`config.mk`:
```
export PLATFORM = sky130hd
export DESIGN_NAME = display_scan_controller_flat
export DESIGN_NICKNAME = d
export VERILOG_FILES = /design/src/rtl/display_pkg.sv /design/src/rtl/display_scan_controller_if.sv /design/src/rtl/seg7_decoder.sv /design/src/rtl/display_scan_controller.sv /design/src/flat_wrapper.sv
export SDC_FILE = /design/constraint.sdc
export NUM_CORES = 1
export LEC_CHECK = 0
export ABC_AREA = 1
export CAP_MARGIN = 20
export CORE_ASPECT_RATIO = 1.1
export CORE_MARGIN = 5
export CORE_UTILIZATION = 50
export DETAILED_ROUTE_END_ITERATION = 12
export PLACE_DENSITY = 0.87
export SLEW_MARGIN = 20
export SYNTH_ARGS = -nofsm -noshare
export SYNTH_HDL_FRONTEND = slang
export SYNTH_SLANG_ARGS = --single-unit
```
`constraint.sdc`:
```
create_clock -name clk -period 2.7 [get_ports clk]
set_clock_uncertainty 0.15 [all_clocks]
set_input_delay 0.54 -clock clk [delete_from_list [all_inputs] [get_ports clk]]
set_output_delay 0.54 -clock clk [all_outputs]
set_load 0.01 [all_outputs]
```
`src/rtl/display_pkg.sv`:
```
// rtl/display_pkg.sv - shared state encodings, glyph table and default timing for the scan controller
package display_pkg;

  localparam int DIV_DEFAULT   = 4;
  localparam int BLANK_DEFAULT = 1;

  typedef enum logic [1:0] {
    ST_HALT  = 2'd0,
    ST_BLANK = 2'd1,
    ST_ON    = 2'd2
  } scan_state_t;

  // Segment order {g,f,e,d,c,b,a}, active high; entries 0-9 decimal, A-F hex.
  localparam logic [6:0] GLYPH [16] = '{
    7'h3F, 7'h06, 7'h5B, 7'h4F, 7'h66, 7'h6D, 7'h7D, 7'h07,
    7'h7F, 7'h6F, 7'h77, 7'h7C, 7'h39, 7'h5E, 7'h79, 7'h71
  };

endpackage

```
`src/rtl/display_scan_controller_if.sv`:
```
// rtl/display_scan_controller_if.sv - frame load handshake and multiplexed display outputs
interface display_scan_controller_if;

  logic        en;
  logic        lzb;
  logic        load_valid;
  logic [15:0] load_data;
  logic        load_ready;
  logic        d0;
  logic        d1;
  logic        d2;
  logic        d3;
  logic [6:0]  seg;
  logic        frame_done;

  modport master (
    output en, lzb, load_valid, load_data,
    input  load_ready, d0, d1, d2, d3, seg, frame_done
  );

  modport slave (
    input  en, lzb, load_valid, load_data,
    output load_ready, d0, d1, d2, d3, seg, frame_done
  );

endinterface

```
`src/rtl/seg7_decoder.sv`:
```
// rtl/seg7_decoder.sv - combinational hex digit to seven-segment glyph lookup
module seg7_decoder
  import display_pkg::*;
(
  input  logic [3:0] code,
  output logic [6:0] seg
);

  assign seg = GLYPH[code];

endmodule

```
`src/rtl/display_scan_controller.sv`:
```
// rtl/display_scan_controller.sv - four-digit multiplexed seven-segment scan controller with frame double buffering
module display_scan_controller
  import display_pkg::*;
#(
  parameter int DIV   = DIV_DEFAULT,
  parameter int BLANK = BLANK_DEFAULT
) (
  input  logic                     clk,
  input  logic                     reset,
  display_scan_controller_if.slave bus
);

  localparam int             CW         = $clog2(DIV);
  localparam logic [CW-1:0]  SLOT_LAST  = CW'(DIV - 1);
  localparam logic [CW-1:0]  BLANK_LAST = CW'(BLANK - 1);

  scan_state_t   state_q, state_d;
  logic [CW-1:0] slot_q, slot_d;
  logic [1:0]    idx_q, idx_d;

  logic [15:0]   active_q;
  logic [15:0]   pend_q;
  logic          pend_full_q;
  logic          lzb_q;

  logic          slot_wrap;
  logic          frame_done;
  logic          accept;
  logic          xfer;

  logic [3:0]    code;
  logic          lead_zero;
  logic          lit;
  logic [6:0]    glyph;

  assign slot_wrap  = (slot_q == SLOT_LAST);
  assign frame_done = (state_q == ST_ON) && (idx_q == 2'd3) && slot_wrap;

  // Scan state, slot counter and digit index registers
  always_ff @(posedge clk or posedge reset) begin
    if (reset) begin
      state_q <= ST_HALT;
      slot_q  <= '0;
      idx_q   <= '0;
    end else begin
      state_q <= state_d;
      slot_q  <= slot_d;
      idx_q   <= idx_d;
    end
  end

  // Next scan state: dead time at the start of every slot, lit for the rest, halt whenever disabled
  always_comb begin
    state_d = state_q;
    slot_d  = slot_q;
    idx_d   = idx_q;
    if (!bus.en) begin
      state_d = ST_HALT;
      slot_d  = '0;
      idx_d   = '0;
    end else begin
      case (state_q)
        ST_HALT: begin
          state_d = ST_BLANK;
          slot_d  = '0;
          idx_d   = '0;
        end
        ST_BLANK, ST_ON: begin
          if (slot_wrap) begin
            state_d = ST_BLANK;
            slot_d  = '0;
            idx_d   = idx_q + 2'd1;
          end else begin
            slot_d = slot_q + 1'b1;
            if (state_q == ST_BLANK && slot_q == BLANK_LAST) begin
              state_d = ST_ON;
            end
          end
        end
        default: begin
          state_d = ST_HALT;
          slot_d  = '0;
          idx_d   = '0;
        end
      endcase
    end
  end

  // A new frame waits in the pending register so a digit never changes mid-frame while scanning;
  // with the scan halted there is no frame boundary to wait for, so it is applied at once.
  assign accept = bus.load_valid && !pend_full_q;
  assign xfer   = pend_full_q && (frame_done || !bus.en);

  // Pending/active frame registers and the registered blanking enable
  always_ff @(posedge clk or posedge reset) begin
    if (reset) begin
      pend_q      <= '0;
      active_q    <= '0;
      pend_full_q <= 1'b0;
      lzb_q       <= 1'b0;
    end else begin
      lzb_q <= bus.lzb;
      if (accept) begin
        pend_q      <= bus.load_data;
        pend_full_q <= 1'b1;
      end else if (xfer) begin
        active_q    <= pend_q;
        pend_full_q <= 1'b0;
      end
    end
  end

  // Select the active digit code and whether it and everything above it is zero
  always_comb begin
    code      = active_q[3:0];
    lead_zero = 1'b0;
    case (idx_q)
      2'd0: begin
        code      = active_q[3:0];
        lead_zero = 1'b0;
      end
      2'd1: begin
        code      = active_q[7:4];
        lead_zero = (active_q[15:4] == 12'h000);
      end
      2'd2: begin
        code      = active_q[11:8];
        lead_zero = (active_q[15:8] == 8'h00);
      end
      default: begin
        code      = active_q[15:12];
        lead_zero = (active_q[15:12] == 4'h0);
      end
    endcase
  end

  seg7_decoder u_seg7_decoder (
    .code (code),
    .seg  (glyph)
  );

  // Outputs depend only on registered state, so input changes never glitch the display directly.
  assign lit            = (state_q == ST_ON) && !(lzb_q && lead_zero);
  assign bus.seg        = lit ? glyph : 7'h00;
  assign bus.d0         = lit && (idx_q == 2'd0);
  assign bus.d1         = lit && (idx_q == 2'd1);
  assign bus.d2         = lit && (idx_q == 2'd2);
  assign bus.d3         = lit && (idx_q == 2'd3);
  assign bus.frame_done = frame_done;
  assign bus.load_ready = !pend_full_q;

endmodule
```
`src/flat_wrapper.sv`:
```
// flat-port wrapper written by rule: the top's interface ports become plain ports
module display_scan_controller_flat import display_pkg::*;
#(
  parameter int DIV   = DIV_DEFAULT,
  parameter int BLANK = BLANK_DEFAULT
)
  (clk, reset, bus_en, bus_lzb, bus_load_valid, bus_load_data, bus_load_ready, bus_d0, bus_d1, bus_d2, bus_d3, bus_seg, bus_frame_done);
  display_scan_controller_if bus_i ();
  input  logic clk;
  input  logic reset;
  input wire logic [$bits(bus_i.en)-1:0] bus_en;
  input wire logic [$bits(bus_i.lzb)-1:0] bus_lzb;
  input wire logic [$bits(bus_i.load_valid)-1:0] bus_load_valid;
  input wire logic [$bits(bus_i.load_data)-1:0] bus_load_data;
  output wire logic [$bits(bus_i.load_ready)-1:0] bus_load_ready;
  output wire logic [$bits(bus_i.d0)-1:0] bus_d0;
  output wire logic [$bits(bus_i.d1)-1:0] bus_d1;
  output wire logic [$bits(bus_i.d2)-1:0] bus_d2;
  output wire logic [$bits(bus_i.d3)-1:0] bus_d3;
  output wire logic [$bits(bus_i.seg)-1:0] bus_seg;
  output wire logic [$bits(bus_i.frame_done)-1:0] bus_frame_done;
  assign bus_i.en = bus_en;
  assign bus_i.lzb = bus_lzb;
  assign bus_i.load_valid = bus_load_valid;
  assign bus_i.load_data = bus_load_data;
  assign bus_load_ready = bus_i.load_ready;
  assign bus_d0 = bus_i.d0;
  assign bus_d1 = bus_i.d1;
  assign bus_d2 = bus_i.d2;
  assign bus_d3 = bus_i.d3;
  assign bus_seg = bus_i.seg;
  assign bus_frame_done = bus_i.frame_done;
  display_scan_controller #(.DIV(DIV), .BLANK(BLANK)) u_core (.clk(clk), .reset(reset), .bus(bus_i));
endmodule
```
==> impl_metrics.env, run 1 <==
export IMPL_outcome="finished with violations"
export IMPL_failed_checks="negative setup slack"
export IMPL_drt_initial_drc_count=56
export IMPL_fin_nets=345
export IMPL_powerDensity_mw_per_mm2=719.4
export IMPL_crit_top_cell="nand2_1"
export IMPL_syn_area_per_cell_um2=8.655
export IMPL_postPlaceCellArea_mm2=0.002660
export IMPL_cts_hold_fix_buffers=0
export IMPL_initial_core_util=0.5150
export IMPL_numClockSinks=40
export IMPL_timing_final_crit_share=1.026
export IMPL_synth_commonest_cells="nand2_1, dfrtp_1, inv_1, nor2_1, ha_1"
export IMPL_track_usage=0.1748
export IMPL_clockBufferDepth=2
export IMPL_p_leak_nw=1.425
export IMPL_fp_dieArea_mm2=0.005844
export IMPL_r2r_worst_path_cells=8
export IMPL_fp_row_count=25
export IMPL_die_w_um=73.35
export IMPL_fin_hold_ws_ps=322.2
export IMPL_drv_cap=0
export IMPL_syn_inst=255
export IMPL_vdd_drop_max_uv=629.5
export IMPL_dp_hpwl_mm=3.397
export IMPL_final_util=0.6902
export IMPL_yosysWarnings=0
export IMPL_drt_pass1_iterations=4
export IMPL_antenna_found_initial=0
export IMPL_grt_pass1_vias=1865
export IMPL_worst_pin_slew_ps=478.0
export IMPL_syn_area_mm2=0.002207
export IMPL_syn_nets=292
export IMPL_num_vias=1845
export IMPL_numCtsBuffers=5
export IMPL_min_period_ps=2769
export IMPL_rsz0062_at_grt="yes"
export IMPL_htreeDepth=2
export IMPL_path_clk_slew_ps=70
export IMPL_postRouteAntennaNets=0
export IMPL_insertion_delay_ps=290
export IMPL_drcViolationCount=0
export IMPL_path_class="reg2out"
export IMPL_cp_arrival_ps=2080
export IMPL_cts_tree="done"
export IMPL_end_kind="output port"
export IMPL_wire_per_inst_um=13.56
export IMPL_fmax_ghz=0.3611
export IMPL_crit_path_max_fanout=4
export IMPL_required_ps=2010
export IMPL_async_reset_ff_frac=1.000
export IMPL_syn_to_final_growth_pct=34.01
export IMPL_grt_max_degree=41
export IMPL_seq_area_frac_synth=0.4535
export IMPL_cts_root_buf="clkbuf_8"
export IMPL_synth_top_area_share=0.4535
export IMPL_vias_per_cell=5.083
export IMPL_grt_remaining_overflow=0
export IMPL_coreArea_mm2=0.004285
export IMPL_slew_viol_final=0
export IMPL_grt_pass1_wl_mm=7.955
export IMPL_routabilityCongestion=0.8804
export IMPL_startpoint_type="register"
export IMPL_whs_path_depth=2
export IMPL_num_antenna_cells=0
export IMPL_setup_viol=7
export IMPL_yosysMostFrequentCell="nand2_1"
export IMPL_fin_cells=363
export IMPL_synth_area_leaders="dfrtp_1, nand2_1, ha_1"
export IMPL_relSlewSlack=0.6813
export IMPL_drive_gt1_frac=0.3333
export IMPL_io_pins=34
export IMPL_holdCritPathClass="reg2reg"
export IMPL_yosys_area_top_type="dfrtp_1"
export IMPL_synth_edff_count=0
export IMPL_yosys_most_used_dff="dfrtp_1"
export IMPL_cpMaxStageDelayCell="dfrtp_2"
export IMPL_layout_setup_ws_ps=-69.44
export IMPL_total_power_mw=2.128
export IMPL_ys_types=24
export IMPL_hold_violations=0
export IMPL_synth_seq_cells=40
export IMPL_drt_wl_total_mm=4.924
export IMPL_dp_cells=350
export IMPL_critical_path_cell_chain="inv_4 > ha_4 > nand2_1 > nand2_1 > nor2_2 > nor2_4 > buf_4 > ha_2 > nand2_1 > nand3_1 > a21oi_2 > buf_2"
export IMPL_io_buffer_count=33
export IMPL_final_area_mm2=0.002958
export IMPL_die_height_um=79.68
export IMPL_critical_path_max_stage_delay_ps=470
==> registers in the layout (all words and copies together), names as in the netlist <==
signal and cells:
u_core.active_q 16, u_core.pend_q 16, u_core.idx_q 2, u_core.slot_q 2, u_core.state_q 2, u_core.lzb_q 1, u_core.pend_full_q 1
==> what timing repair did <==
| action | in CTS | in global routing |
|---|---|---|
| cloned | 0 | 1 |
| setup endpoints to repair | 11 | 10 |
| endpoints found under the hold margin | 0 | 0 |
| pin swaps | 7 | 17 |
| resized for setup | 57 | 41 |
| buffers inserted | 1 | 3 |
==> final timing paths <==
kind | slack (ps) | endpoint | startpoint
max in group asynchronous | 1530 | u_core.idx_q[1] | reset
worst max register to register | 690 | u_core.active_q[9] | u_core.state_q[0]
worst min-delay path | 320 | u_core.active_q[3] | u_core.pend_q[3]
min in group asynchronous | 510 | u_core.slot_q[1] | reset
worst min register to register | 320 | u_core.active_q[3] | u_core.pend_q[3]
worst max-delay path | -70 | bus_seg[6] | u_core.idx_q[0]
==> cells in the final DEF (no fill, tap or decap), drive strengths merged <==
cell type / n
nand4: 2
inv: 27
nor2: 25
buf: 24
nand2: 89
o21bai: 1
nor3: 2
o21ai: 13
dfrtp: 40
nand3: 11
clkinv: 2
bufinv: 1
mux2: 15
ha: 16
clkdlybuf4s50: 22
a21oi: 11
clkbuf: 7
dlygate4sd2: 1
==> per-layer routing <==
layer  global-route usage  up-vias  wire length [µm]
met5                    0        -                 0
met4              0.09239        0                86
met3              0.04408        9               262
met2               0.2952       46              2569
met1               0.2006      877              2005
li1                     -      913                 -
==> final cells by class <==
type / instances / area, µm²
inverter: 28 / 118.9
fill: 316 / 1328
multi-input combinational: 185 / 1251
timing repair buffer: 48 / 409.1
tap: 54 / 67.56
clock buffer: 6 / 72.57
sequential: 40 / 1003
clock inverter: 2 / 35.03
==> critical path: cells and delay by family, from the launching register on <==
| family | cells | cell delay (ps) |
|---|---|---|
| simple gates | 6 | 510 |
| flops | 1 | 470 |
| buf+inv | 3 | 350 |
| fa+ha+maj | 2 | 340 |
| compound gates | 1 | 130 |
==> where the power goes <==
group	internal (mW)	switching (mW)	leakage (nW)	total, mW
Combinational	0.343	0.455	0.884	0.797
Sequential	0.750	0.109	0.486	0.859
Clock	0.274	0.197	0.0552	0.471
Total	1.37	0.761	1.43	2.13
==> stage by stage <==
step                      setup TNS [ps]  setup WS [ps]
after floorplan                        0          206.5
after global placement             -1049         -164.6
after detailed placement           -1594         -253.8
after CTS                         -317.5         -82.47
after global routing               -1135         -179.2
final                             -311.8         -69.44
==> cells by family (layout without fill, tap and decap cells) <==
| group | after synthesis | in the layout | synth area share |
|---|---|---|---|
| adders and majority gates | 16 | 16 | 0.09070 |
| AOI/OAI and AO/OA | 25 | 25 | 0.06973 |
| buffers and inverters | 31 | 84 | 0.06179 |
| DFF | 40 | 40 | 0.4535 |
| and+or+nand+nor | 128 | 129 | 0.2477 |
| muxes | 15 | 15 | 0.07653 |
Note: power is estimated with default switching activity, not from simulation.
==> inputs of run 2 (changes only) <==
--- a/config.mk
+++ b/config.mk
@@ -6,11 +6,13 @@
 export NUM_CORES = 1
 export LEC_CHECK = 0
 export ABC_AREA = 1
+export ABC_CLOCK_PERIOD_IN_PS = 3200
 export CAP_MARGIN = 20
 export CORE_ASPECT_RATIO = 1.1
 export CORE_MARGIN = 5
 export CORE_UTILIZATION = 50
 export DETAILED_ROUTE_END_ITERATION = 12
+export MAX_ROUTING_LAYER = met4
 export PLACE_DENSITY = 0.87
 export SLEW_MARGIN = 20
 export SYNTH_ARGS = -nofsm -noshare
==> constraint.sdc (replaced) <==
create_clock -name clk -period 3.2 [get_ports clk]
set_clock_uncertainty 0.15 [all_clocks]
set_input_delay 0.64 -clock clk [delete_from_list [all_inputs] [get_ports clk]]
set_output_delay 0.64 -clock clk [all_outputs]
set_load 0.01 [all_outputs]
==> run 2 against run 1 <==
Net effect: the flow now finishes without violations; worst hold slack worse by 11 ps; register-to-register slack better by 640 ps; utilization shrank 4.9 points; highest routed layer unchanged; die area stayed put; critical path depth decreased by 1; critical endpoint is now bus_seg[1]; non-clock buffer count is 10 lower.
==> impl_metrics.env, run 2 (synthesis results as in run 1) <==
export IMPL_outcome="finished, final reports clean"
export IMPL_final_cell_mix="nand2_1, dfrtp_1, clkdlybuf4s50_1"
export IMPL_drive_gt1_frac=0.1779
export IMPL_drt_pass1_iterations=4
export IMPL_p_leak_nw=1.345
export IMPL_r2r_start="u_core.state_q[0]"
export IMPL_relSlewSlack=0.6710
export IMPL_grt_pass1_wl_mm=7.514
export IMPL_vias_per_cell=5.006
export IMPL_antenna_found_initial=0
export IMPL_holdCritPathClass="reg2reg"
export IMPL_fp_dieArea_mm2=0.005844
export IMPL_min_period_ps=3061
export IMPL_path_class="reg2out"
export IMPL_vdd_drop_max_uv=385.2
export IMPL_die_height_um=79.68
export IMPL_setup_viol=0
export IMPL_cts_root_buf="clkbuf_8"
export IMPL_numCtsBuffers=5
export IMPL_cts_tree="done"
export IMPL_insertion_delay_ps=280
export IMPL_postRouteAntennaNets=0
export IMPL_htreeDepth=2
export IMPL_io_buffer_count=33
export IMPL_hold_start="u_core.slot_q[0]"
export IMPL_r2r_end="u_core.active_q[8]"
export IMPL_num_vias=1762
export IMPL_drt_wl_total_mm=4.372
export IMPL_grt_max_degree=41
export IMPL_worst_pin_slew_ps=493.5
export IMPL_hold_violations=0
export IMPL_drt_initial_drc_count=75
export IMPL_timing_final_crit_share=0.9564
export IMPL_die_w_um=73.35
export IMPL_r2r_worst_path_cells=8
export IMPL_fin_hold_ws_ps=311.5
export IMPL_track_usage=0.1689
export IMPL_routabilityCongestion=0.8772
export IMPL_dp_slack_ps=23.53
export IMPL_critical_path_endpoint="bus_seg[1]"
export IMPL_fmax_ghz=0.3267
export IMPL_fp_row_count=25
export IMPL_total_power_mw=1.619
export IMPL_required_ps=2410
export IMPL_final_common_cell="nand2_1"
export IMPL_drcViolationCount=0
export IMPL_cp_arrival_ps=2270
export IMPL_reg_top3="u_core.active_q x16, u_core.pend_q x16"
export IMPL_startpoint_type="register"
export IMPL_wire_per_inst_um=12.42
export IMPL_setup_tns_final_ps=0
export IMPL_path_clk_slew_ps=70
export IMPL_initial_core_util=0.5150
export IMPL_numClockSinks=40
export IMPL_crit_path_max_fanout=8
export IMPL_coreArea_mm2=0.004285
export IMPL_crit_start="u_core.idx_q[0]"
export IMPL_grt_remaining_overflow=0
export IMPL_io_pins=34
export IMPL_fin_nets=334
export IMPL_dp_hpwl_mm=3.262
export IMPL_syn_to_final_growth_pct=24.55
export IMPL_layout_setup_ws_ps=139.4
export IMPL_num_antenna_cells=0
export IMPL_powerDensity_mw_per_mm2=589.0
export IMPL_drv_cap=0
export IMPL_slew_viol_final=0
export IMPL_reg2reg_slack_ps=1330
export IMPL_clockBufferDepth=2
export IMPL_grt_pass1_vias=1724
export IMPL_end_kind="output port"
export IMPL_final_util=0.6415
-- run 2: critical path, stage by stage (launching register included) --
cell,delay (ps)
dfrtp_2,470
ha_2,230
inv_4,100
nand2_2,80
o21ai_4,140
inv_1,100
ha_1,320
nor2_1,110
nand2_1,50
o21ai_1,70
nor2_1,50
dlygate4sd2_1,280
-- run 2: cell type report --
type                       instances  area, µm²
fill                             337       1536
multi-input combinational        184       1112
sequential                        40       1003
timing repair buffer              38      361.6
inverter                          28      113.9
clock buffer                       8      90.09
tap                               54      67.56
-- run 2: worst min path at each step --
stage / end / depth (start not counted)
final: u_core.slot_q[0] / 1
after global routing: u_core.slot_q[0] / 1
after CTS: u_core.slot_q[0] / 1
after detailed placement: u_core.active_q[11] / 2
after global placement: u_core.slot_q[0] / 1
after floorplan: u_core.slot_q[0] / 1
-- run 2: stage by stage --
stage,cell area (µm²),std cells
final,2749,352
after detailed placement,2592,341
after floorplan,2207,255
after CTS,2708,351
after global routing,2749,352
after global placement,2592,341
-- run 2: metal layers --
layer  vias to the layer above  track usage  routed length [µm]
li1                        891            -                   -
met1                       810       0.1990                1845
met2                        46       0.2764                2149
met3                        15      0.03652                 212
met4                         0      0.07428                 165
met5                         -            -                   0
-- run 2: power by group --
part | internal [mW] | leakage (nW) | total (mW) | switching (mW)
sequential | 0.633 | 0.486 | 0.724 | 0.0907
combinational | 0.244 | 0.813 | 0.559 | 0.315
clock | 0.176 | 0.0455 | 0.336 | 0.161
total | 1.05 | 1.34 | 1.62 | 0.566
-- run 2: repair_timing --
action,CTS,global route
gates resized for setup,14,10
setup buffers,2,1
hold buffers,0,0
endpoints found under the setup margin,8,8
pin swaps,1,0
